## src/rtl/axi_write_joiner_if.sv

```systemverilog
// Bundle between the AW address counter / W channel / B channel and the
// local write port of axi_write_joiner.
interface axi_write_joiner_if #(
  parameter int ADDR_WIDTH = 12,
  parameter int DATA_WIDTH = 32
);
  localparam int STRB_WIDTH = DATA_WIDTH / 8;

  logic [ADDR_WIDTH-1:0] i_addr_data;
  logic                  i_addr_valid;
  logic                  i_addr_ready;
  logic [DATA_WIDTH-1:0] i_wdata;
  logic [STRB_WIDTH-1:0] i_wstrb;
  logic                  i_wlast;
  logic                  i_wvalid;
  logic                  i_wready;
  logic                  o_wr_en;
  logic [ADDR_WIDTH-1:0] o_wr_addr;
  logic [DATA_WIDTH-1:0] o_wr_data;
  logic [STRB_WIDTH-1:0] o_wr_strb;
  logic [1:0]            o_bresp;
  logic                  o_bvalid;
  logic                  i_bready;

  modport slave (
    input  i_addr_data, i_addr_valid, i_wdata, i_wstrb, i_wlast, i_wvalid, i_bready,
    output i_addr_ready, i_wready, o_wr_en, o_wr_addr, o_wr_data, o_wr_strb,
           o_bresp, o_bvalid
  );

  modport master (
    output i_addr_data, i_addr_valid, i_wdata, i_wstrb, i_wlast, i_wvalid, i_bready,
    input  i_addr_ready, i_wready, o_wr_en, o_wr_addr, o_wr_data, o_wr_strb,
           o_bresp, o_bvalid
  );
endinterface

```

## src/rtl/axi_write_joiner.sv

```systemverilog
// Joins per-beat addresses with AXI W beats into registered memory writes and
// returns one OKAY B response per burst, bounded by an outstanding counter.
module axi_write_joiner #(
  parameter int ADDR_WIDTH        = 12,
  parameter int DATA_WIDTH        = 32,
  parameter int MAX_OUTSTANDING_B = 4
) (
  input logic               clk,
  input logic               reset,
  axi_write_joiner_if.slave bus
);
  localparam int STRB_WIDTH = DATA_WIDTH / 8;
  localparam int CNT_WIDTH  = $clog2(MAX_OUTSTANDING_B + 1);
  localparam logic [CNT_WIDTH-1:0] B_MAX = CNT_WIDTH'(MAX_OUTSTANDING_B);
  localparam logic [CNT_WIDTH-1:0] B_ONE = CNT_WIDTH'(1);

  logic                  wr_en_q,   wr_en_d;
  logic [ADDR_WIDTH-1:0] wr_addr_q, wr_addr_d;
  logic [DATA_WIDTH-1:0] wr_data_q, wr_data_d;
  logic [STRB_WIDTH-1:0] wr_strb_q, wr_strb_d;
  logic [CNT_WIDTH-1:0]  b_count_q, b_count_d;

  logic can_accept_s;
  logic join_s;
  logic inc_s;
  logic dec_s;

  // Join decision, write-port next state and B counter next state.
  always_comb begin
    can_accept_s = (b_count_q < B_MAX);
    join_s       = bus.i_addr_valid && bus.i_wvalid && can_accept_s;
    inc_s        = join_s && bus.i_wlast;
    dec_s        = (b_count_q != '0) && bus.i_bready;

    wr_en_d = join_s;
    if (join_s) begin
      wr_addr_d = bus.i_addr_data;
      wr_data_d = bus.i_wdata;
      wr_strb_d = bus.i_wstrb;
    end else begin
      wr_addr_d = wr_addr_q;
      wr_data_d = wr_data_q;
      wr_strb_d = wr_strb_q;
    end

    // A burst completing while a B drains leaves the count untouched.
    case ({inc_s, dec_s})
      2'b10:   b_count_d = b_count_q + B_ONE;
      2'b01:   b_count_d = b_count_q - B_ONE;
      default: b_count_d = b_count_q;
    endcase
  end

  // State registers with synchronous reset.
  always_ff @(posedge clk) begin
    if (reset) begin
      wr_en_q   <= 1'b0;
      wr_addr_q <= '0;
      wr_data_q <= '0;
      wr_strb_q <= '0;
      b_count_q <= '0;
    end else begin
      wr_en_q   <= wr_en_d;
      wr_addr_q <= wr_addr_d;
      wr_data_q <= wr_data_d;
      wr_strb_q <= wr_strb_d;
      b_count_q <= b_count_d;
    end
  end

  // Readies never look at i_bready, so a full counter always stalls a cycle.
  assign bus.i_addr_ready = bus.i_wvalid && can_accept_s;
  assign bus.i_wready     = bus.i_addr_valid && can_accept_s;
  assign bus.o_wr_en      = wr_en_q;
  assign bus.o_wr_addr    = wr_addr_q;
  assign bus.o_wr_data    = wr_data_q;
  assign bus.o_wr_strb    = wr_strb_q;
  assign bus.o_bvalid     = (b_count_q != '0);
  assign bus.o_bresp      = 2'b00;

`ifndef SYNTHESIS
  axi_write_joiner_chk #(
    .ADDR_WIDTH        (ADDR_WIDTH),
    .DATA_WIDTH        (DATA_WIDTH),
    .MAX_OUTSTANDING_B (MAX_OUTSTANDING_B),
    .CNT_WIDTH         (CNT_WIDTH)
  ) u_chk (
    .clk          (clk),
    .reset        (reset),
    .b_count      (b_count_q),
    .join_s       (join_s),
    .i_addr_data  (bus.i_addr_data),
    .i_addr_valid (bus.i_addr_valid),
    .i_addr_ready (bus.i_addr_ready),
    .i_wdata      (bus.i_wdata),
    .i_wstrb      (bus.i_wstrb),
    .i_wlast      (bus.i_wlast),
    .i_wvalid     (bus.i_wvalid),
    .i_wready     (bus.i_wready),
    .o_wr_en      (bus.o_wr_en),
    .o_bvalid     (bus.o_bvalid),
    .o_bresp      (bus.o_bresp),
    .i_bready     (bus.i_bready)
  );
`endif
endmodule

// Protocol and invariant checks for axi_write_joiner; input stability is an
// assumption under _FORMAL and a checked property otherwise.
module axi_write_joiner_chk #(
  parameter int ADDR_WIDTH        = 12,
  parameter int DATA_WIDTH        = 32,
  parameter int MAX_OUTSTANDING_B = 4,
  parameter int CNT_WIDTH         = 3
) (
  input logic                    clk,
  input logic                    reset,
  input logic [CNT_WIDTH-1:0]    b_count,
  input logic                    join_s,
  input logic [ADDR_WIDTH-1:0]   i_addr_data,
  input logic                    i_addr_valid,
  input logic                    i_addr_ready,
  input logic [DATA_WIDTH-1:0]   i_wdata,
  input logic [DATA_WIDTH/8-1:0] i_wstrb,
  input logic                    i_wlast,
  input logic                    i_wvalid,
  input logic                    i_wready,
  input logic                    o_wr_en,
  input logic                    o_bvalid,
  input logic [1:0]              o_bresp,
  input logic                    i_bready
);
  a_count_max: assert property (@(posedge clk) disable iff (reset)
    b_count <= CNT_WIDTH'(MAX_OUTSTANDING_B))
    else $error("b_count above limit");

  a_wr_from_join: assert property (@(posedge clk) disable iff (reset)
    o_wr_en |-> $past(join_s))
    else $error("write strobe without join");

  a_b_hold: assert property (@(posedge clk) disable iff (reset)
    (o_bvalid && !i_bready) |=> (o_bvalid && $stable(o_bresp)))
    else $error("B response dropped under stall");

  property p_addr_hold;
    @(posedge clk) disable iff (reset)
      (i_addr_valid && !i_addr_ready) |=> (i_addr_valid && $stable(i_addr_data));
  endproperty

  property p_w_hold;
    @(posedge clk) disable iff (reset)
      (i_wvalid && !i_wready) |=> (i_wvalid && $stable({i_wdata, i_wstrb, i_wlast}));
  endproperty

`ifdef _FORMAL
  m_addr_hold: assume property (p_addr_hold);
  m_w_hold:    assume property (p_w_hold);
`else
  a_addr_hold: assert property (p_addr_hold) else $error("address changed under stall");
  a_w_hold:    assert property (p_w_hold) else $error("W beat changed under stall");
`endif
endmodule
```

## src/flat_wrapper.sv

```systemverilog
// flat-port wrapper written by rule: the top's interface ports become plain ports
module axi_write_joiner_flat 
#(
  parameter int ADDR_WIDTH        = 12,
  parameter int DATA_WIDTH        = 32,
  parameter int MAX_OUTSTANDING_B = 4
)
  (clk, reset, bus_i_addr_data, bus_i_addr_valid, bus_i_wdata, bus_i_wstrb, bus_i_wlast, bus_i_wvalid, bus_i_bready, bus_i_addr_ready, bus_i_wready, bus_o_wr_en, bus_o_wr_addr, bus_o_wr_data, bus_o_wr_strb, bus_o_bresp, bus_o_bvalid);
  axi_write_joiner_if #(.ADDR_WIDTH(ADDR_WIDTH), .DATA_WIDTH(DATA_WIDTH)) bus_i ();
  input logic clk;
  input logic reset;
  input wire logic [$bits(bus_i.i_addr_data)-1:0] bus_i_addr_data;
  input wire logic [$bits(bus_i.i_addr_valid)-1:0] bus_i_addr_valid;
  input wire logic [$bits(bus_i.i_wdata)-1:0] bus_i_wdata;
  input wire logic [$bits(bus_i.i_wstrb)-1:0] bus_i_wstrb;
  input wire logic [$bits(bus_i.i_wlast)-1:0] bus_i_wlast;
  input wire logic [$bits(bus_i.i_wvalid)-1:0] bus_i_wvalid;
  input wire logic [$bits(bus_i.i_bready)-1:0] bus_i_bready;
  output wire logic [$bits(bus_i.i_addr_ready)-1:0] bus_i_addr_ready;
  output wire logic [$bits(bus_i.i_wready)-1:0] bus_i_wready;
  output wire logic [$bits(bus_i.o_wr_en)-1:0] bus_o_wr_en;
  output wire logic [$bits(bus_i.o_wr_addr)-1:0] bus_o_wr_addr;
  output wire logic [$bits(bus_i.o_wr_data)-1:0] bus_o_wr_data;
  output wire logic [$bits(bus_i.o_wr_strb)-1:0] bus_o_wr_strb;
  output wire logic [$bits(bus_i.o_bresp)-1:0] bus_o_bresp;
  output wire logic [$bits(bus_i.o_bvalid)-1:0] bus_o_bvalid;
  assign bus_i.i_addr_data = bus_i_addr_data;
  assign bus_i.i_addr_valid = bus_i_addr_valid;
  assign bus_i.i_wdata = bus_i_wdata;
  assign bus_i.i_wstrb = bus_i_wstrb;
  assign bus_i.i_wlast = bus_i_wlast;
  assign bus_i.i_wvalid = bus_i_wvalid;
  assign bus_i.i_bready = bus_i_bready;
  assign bus_i_addr_ready = bus_i.i_addr_ready;
  assign bus_i_wready = bus_i.i_wready;
  assign bus_o_wr_en = bus_i.o_wr_en;
  assign bus_o_wr_addr = bus_i.o_wr_addr;
  assign bus_o_wr_data = bus_i.o_wr_data;
  assign bus_o_wr_strb = bus_i.o_wr_strb;
  assign bus_o_bresp = bus_i.o_bresp;
  assign bus_o_bvalid = bus_i.o_bvalid;
  axi_write_joiner #(.ADDR_WIDTH(ADDR_WIDTH), .DATA_WIDTH(DATA_WIDTH), .MAX_OUTSTANDING_B(MAX_OUTSTANDING_B)) u_core (.clk(clk), .reset(reset), .bus(bus_i));
endmodule
```

## config.mk

```make
export PLATFORM = sky130hd
export DESIGN_NAME = axi_write_joiner_flat
export DESIGN_NICKNAME = d
export VERILOG_FILES = /design/src/rtl/axi_write_joiner_if.sv /design/src/rtl/axi_write_joiner.sv /design/src/flat_wrapper.sv
export SDC_FILE = /design/constraint.sdc
export NUM_CORES = 1
export LEC_CHECK = 0
export CAP_MARGIN = 10
export CORE_MARGIN = 2
export CORE_UTILIZATION = 34
export CTS_CLUSTER_DIAMETER = 80
export CTS_CLUSTER_SIZE = 30
export DETAILED_ROUTE_END_ITERATION = 7
export PLACE_DENSITY_LB_ADDON = 0.1
export SETUP_SLACK_MARGIN = 0.15
export SYNTH_ARGS = -nofsm -noshare
export SYNTH_HDL_FRONTEND = slang
export SYNTH_SLANG_ARGS = --single-unit
```

## constraint.sdc

```tcl
create_clock -name clk -period 2.4 [get_ports clk]
set_clock_uncertainty 0.1 [all_clocks]
set_input_delay 0.48 -clock clk [delete_from_list [all_inputs] [get_ports clk]]
set_output_delay 0.48 -clock clk [all_outputs]
set_load 0.05 [all_outputs]
```

# After elaboration in Yosys (flattened, before gate mapping)
# Index checks and enable logic that the tools add are counted.
[word_totals] register_bits=52 latchBits=0 ram_bits=0 romBits=0 output_inout_bits=54 elab_cells=19 n_memories=0
[classes] n_addsub=2 mul=0 div=0 magnitude_cmp=1 n_eq_ne=2 n_shift=0 muxes=1 bitwise_logic=0 n_reduce_logical=8
[ops] cell="$logic_and A1 B1 Y1" count=6
[ops] cell="$pmux W3 S2" count=1
[ops] cell="$add A3 B1 Y3 const B" count=1
[ops] cell="$lt A3 B3 Y1 const B" count=1
[ops] cell="$reduce_bool A3 Y1" count=1
[ops] cell="$sub A3 B1 Y3 const B" count=1
[ops] cell="$eq A2 B1 Y1 const B" count=1
[ops] cell="$eq A2 B2 Y1 const B" count=1
[ops] cell="$reduce_bool A2 Y1" count=1

# Logic depth before layout (Yosys ltp)
# Gate-level depths: netlist (run 1).
[logic_depth] word_depth=5 depth_mapped=11

# Worst setup path after synthesis (run 1)
# Ideal clock, no wire load.
[synth_timing] kind="input to register" startpoint="in bus_i_wvalid" endpoint="reg u_core.b_count_q[2]" setup_ns=0.070 arrival_ns=2.205 setup_slack_ns=0.025 path_stages=11 path_buffers=3 cell_sequence="and3b_1 buf_6 buf_8 buf_8 nand2_1 ha_1 inv_1 fa_1 xor2_1 or3_1 a21oi_1"
[synth_between] elab_chain_len=5
[synth_lines] element="from (decl)" line_no="flat_wrapper.sv:17" rtl="input wire logic [$bits(bus_i.i_wvalid)-1:0] bus_i_wvalid;"
[synth_lines] element="$logic_and A1 B1 Y1 (*) (2 in series)" line_no="axi_write_joiner.sv:31" rtl="join_s = bus.i_addr_valid && bus.i_wvalid && can_accept_s;"
[synth_lines] element="$logic_and A1 B1 Y1 (*)" line_no="axi_write_joiner.sv:32" rtl="inc_s = join_s && bus.i_wlast;"
[synth_lines] element="$eq A2 B1 Y1 / $eq A2 B2 Y1 (equally long branches)" line_no="axi_write_joiner.sv:47" rtl="case ({inc_s, dec_s})"
[synth_lines] element="$pmux W3 S2 / $reduce_bool A2 Y1 (equally long branches)"
[synth_lines] element="to (signal assigned)" line_no="axi_write_joiner.sv:67" rtl="b_count_q <= b_count_d;"
[synth_lines] element="to (decl)" line_no="axi_write_joiner.sv:21" rtl="logic [CNT_WIDTH-1:0] b_count_q, b_count_d;"
# Every way passes the cells marked *; elsewhere a longest branch is shown, timed or not.
# A chain may end at the register's enable or synchronous reset.

# Worst setup path in the final report (run 1)
[layout_timing] startpoint="in bus_i_bready" endpoint="reg u_core.b_count_q[2]"
[layout_between] elab_chain_len=3
[layout_lines] element="from (decl)" line_no="flat_wrapper.sv:18" rtl="input wire logic [$bits(bus_i.i_bready)-1:0] bus_i_bready;"
[layout_lines] element="$logic_and A1 B1 Y1 (*)" line_no="axi_write_joiner.sv:33" rtl="dec_s = (b_count_q != '0) && bus.i_bready;"
[layout_lines] element="$eq A2 B1 Y1 / $eq A2 B2 Y1 (equally long branches)" line_no="axi_write_joiner.sv:47"
[layout_lines] element="$pmux W3 S2 / $reduce_bool A2 Y1 (equally long branches)"
# Marked as above.

==> metrics.txt, run 1 <==
outcome=finished clean; Area Growth Syn to Fin=61.3%; die height=79.8 um; crit path capture type=flop; Max-cap violations=0; Buf+Inv Stages, Crit Path=2; Max Slew Vio Count=0; register bit count reported by yosys=52; drt wl/cell=11.9 um; Clock power frac=22.1%; first-pass GRT wire length=7850 um; root buf cell=clkbuf_8; commonest non-fill, non-tap cells in the layout=clkdlybuf4s50_1, nand2_1, dfxtp_1; Buffers on Ports=105; vias in the first global route=1,720; fraction of power spent switching nets=33.1%; internal power=0.00140 W; Unique masters post-synth=21; DRT Wirelength=4890 um; Final Cell Area=3150 um^2; Pwr Density=662 nW/um^2; Seq pwr share=45.6%; RSZ-0062 raised after global routing=no; WP data arrival=2270 ps; total number of vias=1,843; placed insts=403; share of layout cells above drive strength 1=9.73%; ANT cells=0; Syn. warnings=0; DR iter-0 viols=68; TritonCTS buffer count=5; total grt overflow=0; Initial Utilization=35.3%; number of fill cells=521; I/O pin count=108; Setup violations, final=0; Die Wd=79.8 um; die area=6370 um^2; Post-Syn Area=1960 um^2; Synth Area per Inst=8.22 um^2; worst-path cell chain=clkdlybuf4s50_1 > and2_4 > ha_4 > inv_2 > fa_2 > xor2_1 > or3_1 > a21oi_2; Clk Latency, worst-skew pair=290 ps; Rows=27; slowest stage delay, CP=450 ps; H-Tree Depth=2; iteration count of the initial detailed-routing pass=4; largest net degree at the start of global routing=49; CP top delay family=simple AND/OR/NAND/NOR gates; Setup CP Type=in -> reg; worst slew pin tran=528 ps; fin crit period=2150 ps; net switching power=0.000691 W; cell taking the most area after synthesis=dfxtp_1; FMAX=466 MHz; Syn Inst Count=238; Seq/Total Area, Yosys=53.2%; crit share post-route=89.4%; Post-Layout Cell Count=411; leading cell type in the layout, fill and taps excluded=clkdlybuf4s50_1; power share of the combinational group=32.3%; Final #Nets=395; initial antenna violation count=0; CP required=2520 ps; IR Drop Worst-Case VDD=0.000633 V; clk buf depth=2; top cells by area, synth=dfxtp_1, nand2_1, a21oi_1; Rel. slew slack=64.7%; clock sink count=52; final hold vios=0; Max Fanout on Critical Path=2; CTS tree=done; Min-Delay Path Class=reg -> reg; post-synth top area share=53.2%; Leak=1.15 nW; final core utilization=56.9%; CTS Hold Buffers Added=0; core area=5540 um^2; Vias/cell=4.48; drt drc=0; post-DP HPWL=3300 um; Crit-path slowest cell=clkdlybuf4s50_1; antenna viol nets, final=0; Fin Setup TNS=0 ps; GRT Overall Usage=15.5%; type of origin of the critical path=input port; Placed Area=3040 um^2; Routability Congestion=0.720; clock-pin slew on the worst setup and hold paths=90 ps; Hold Slack=357 ps
routing by layer:
layer  GRT usage [%]  vias to the layer above  wire length [um]
li1                -                      947                 -
met1            18.8                      833              2120
met2            26.6                       61              2360
met3            4.75                        2               378
met4            4.07                        0                27
met5               0                        -                 0
path summary, 6_finish.rpt:
kind | slack [ps] | depth (start not counted) | end | startpoint
setup / recovery | 250 | 8 | u_core.b_count_q[2] | bus_i_bready
hold / removal | 360 | 2 | u_core.bus.o_wr_addr[6] | u_core.bus.o_wr_addr[6]
setup reg to reg | 330 | 8 | u_core.b_count_q[2] | u_core.b_count_q[2]
hold reg to reg | 360 | 2 | u_core.bus.o_wr_addr[6] | u_core.bus.o_wr_addr[6]
power by group through the flow:
| stage | sequential (W) | clock, W | combinational (W) |
|---|---|---|---|
| 2_1_floorplan | 0.00112 | 0 | 0.000273 |
| 3_3_place_gp | 0.000972 | 0 | 0.000664 |
| 3_5_place_dp | 0.000973 | 0 | 0.000666 |
| 4_1_cts | 0.000954 | 0.000486 | 0.000659 |
| 5_1_grt | 0.000961 | 0.000518 | 0.000729 |
| 6_report | 0.000953 | 0.000461 | 0.000675 |
layout make-up:
type | count | area [um^2] | area share (%)
clock buffer | 6 | 72.6 | 2.30
clock inverter | 1 | 5.00 | 0.159
inverter | 3 | 11.3 | 0.357
multi-input combinational | 165 | 798 | 25.3
sequential | 52 | 1040 | 33.0
tap | 72 | 90.1 | 2.86
timing repair buffer | 112 | 1130 | 36.0
cells in the mapped netlist:
library cell,count
buf_4,5
ha_1,1
xor2_1,2
and3b_1,1
dfxtp_1,52
o21ai_0,1
a21oi_2,9
or3_1,2
nor2b_1,2
nor2_1,4
nand2_1,97
buf_8,2
a21oi_1,41
clkbuf_1,5
nand3b_1,1
buf_2,5
buf_6,2
fa_1,1
conb_1,1
and2_1,1
inv_1,3
stage by stage:
stage / worst slack, ps / power, W
2_1_floorplan: 79.4 / 0.00140
3_3_place_gp: -60.0 / 0.00164
3_5_place_dp: -82.6 / 0.00164
4_1_cts: 204 / 0.00210
5_1_grt: 177 / 0.00221
6_report: 254 / 0.00209
worst min-delay path, cell delays in order (launching register included):
cell	delay, ps
dfxtp_1	320
nand2_1	50
a21oi_1	50
timing repair:
action                     CTS  global route
setup endpoints to repair    1             1
buffers inserted             0             1
gates resized for setup      1             9
gates cloned                 0             0
pin swaps                    0             6
sequential cells by signal, indices dropped and copies added, names as in the netlist:
register,count
u_core.b_count_q,3
u_core.bus.o_wr_addr,12
u_core.bus.o_wr_data,32
u_core.bus.o_wr_en,1
u_core.bus.o_wr_strb,4
cells by family after synthesis:
family	share of synthesized area, %
other	0.192
buffers and inverters	7.42
adders and majority gates	1.66
and+or+nand+nor	21.8
AOI/OAI and AO/OA	14.8
xor gates and xnor gates	0.896
DFF	53.2
(Power assumes the default switching activity.)
==> run 2, diff against run 1 <==
- CORE_ASPECT_RATIO: default -> 1.4
==> metrics.txt, run 2 (synthesis results as in run 1) <==
Leak=1.17 nW; max FFs per register=32; TritonCTS buffer count=5; Buffers on Ports=105; total grt overflow=0; worst slew pin tran=537 ps; root buf cell=clkbuf_8; WP data arrival=1500 ps; placed insts=399; initial antenna violation count=0; clock-pin slew on the worst setup and hold paths=90 ps; crit path capture type=primary output; Routability Congestion=0.685; Setup violations, final=0; Pwr Density=707 nW/um^2; CP required=1820 ps; core area=5530 um^2; setup bufs post-CTS=0; post-DP HPWL=3280 um; drt drc=0; CP endpoint=bus_o_bvalid; Vias/cell=4.53; largest net degree at the start of global routing=53; Post-Layout Cell Count=407; Area Growth Syn to Fin=62.8%; FF-to-FF setup slack=350 ps; R2R Path Start=u_core.b_count_q[2]; FMAX=481 MHz; iteration count of the initial detailed-routing pass=4; slowest stage delay, CP=430 ps; reg2reg end=u_core.b_count_q[2]; Rows=32; Max Slew Vio Count=0; RSZ-0062 raised after global routing=no; crit share post-route=86.6%; number of fill cells=541; die height=93.7 um; Crit-path slowest cell=dlygate4sd2_1; Max Fanout on Critical Path=7; type of origin of the critical path=flop; total number of vias=1,843; Setup CP Type=reg -> out; DRT Wirelength=4920 um; final hold vios=0; Power Total=0.00225 W; R2R depth=8; I/O pin count=108; commonest non-fill, non-tap cells in the layout=clkdlybuf4s50_1, nand2_1, dfxtp_1; Clk Latency, worst-skew pair=300 ps; Min-Delay Path Class=reg -> reg; share of layout cells above drive strength 1=8.55%; H-Tree Depth=2; leading cell type in the layout, fill and taps excluded=clkdlybuf4s50_1; Max-cap violations=0; antenna viol nets, final=0; Initial Utilization=35.4%; outcome=finished clean; Rel. slew slack=64.1%; CTS tree=done; first-pass GRT wire length=7920 um; DR iter-0 viols=121; vias in the first global route=1,810; die area=6380 um^2; drt wl/cell=12.1 um; Die Wd=68.1 um; clk buf depth=2; clock sink count=52; ANT cells=0; IR Drop Worst-Case VDD=0.000456 V; fin crit period=2080 ps; GRT Overall Usage=16.3%; Crit. Startpoint=u_core.b_count_q[2]; Final #Nets=394; worst-path cell chain=or3_1 > dlygate4sd2_1
==> run 2: repair_timing <==
item,in CTS,in global routing
gates resized for setup,1,2
endpoints found under the setup margin,1,1
hold buffers,0,0
pin swaps,0,2
cloned,0,0
==> run 2: final cells by class <==
cell class | count | area (um^2) | area share, %
inverter | 3 | 11.3 | 0.354
tap | 68 | 85.1 | 2.67
clock buffer | 7 | 96.3 | 3.03
clock inverter | 1 | 30.0 | 0.943
multi-input combinational | 165 | 779 | 24.5
timing repair buffer | 111 | 1140 | 35.8
sequential | 52 | 1040 | 32.7
==> run 2: power by group <==
group | internal [W] | total (W) | switching (W) | leakage, nW
combinational | 0.000264 | 0.000656 | 0.000392 | 0.684
clock | 0.000368 | 0.000640 | 0.000272 | 0.0645
sequential | 0.000921 | 0.000955 | 0.0000343 | 0.425
total | 0.00155 | 0.00225 | 0.000699 | 1.17
==> run 2: worst min path at each step <==
| stage | startpoint | to | slack [ps] | cells after the start |
|---|---|---|---|---|
| after global routing | u_core.bus.o_wr_data[28] | u_core.bus.o_wr_data[28] | 370 | 2 |
| after detailed placement | u_core.bus.o_wr_data[19] | u_core.bus.o_wr_data[19] | 350 | 2 |
| after global placement | u_core.bus.o_wr_addr[4] | u_core.bus.o_wr_addr[4] | 340 | 2 |
| final | u_core.bus.o_wr_data[27] | u_core.bus.o_wr_data[27] | 360 | 2 |
| after floorplan | u_core.b_count_q[1] | u_core.b_count_q[1] | 370 | 2 |
| after CTS | u_core.bus.o_wr_data[19] | u_core.bus.o_wr_data[19] | 360 | 2 |
==> run 2: layer usage <==
metal	share of wire (%)	global-route usage, %	vias to the layer above
met5	0	0	-
met3	7.8	4.56	8
li1	-	-	947
met4	1.8	6.50	0
met1	41	18.1	825
met2	49	28.3	63
==> run 2: worst max-delay path, delay by kind of cell, from the launching register on <==
kind	cells	cell delay (ps)
and+or+nand+nor	1	400
buffers and inverters	1	430
DFF	1	370
==> run 2: metrics by stage <==
stage | util, % | area (um^2) | hold slack, ps | TNS, ps | setup slack [ps]
final | 57.6 | 3180 | 357 | 0 | 322
after global routing | 57.6 | 3180 | 374 | 0 | 232
after CTS | 57.5 | 3180 | 359 | 0 | 204
after detailed placement | 55.3 | 3050 | 346 | -112 | -112
after global placement | 55.3 | 3050 | 341 | -40.4 | -40.4
after floorplan | - | 1960 | 374 | 0 | 79.4
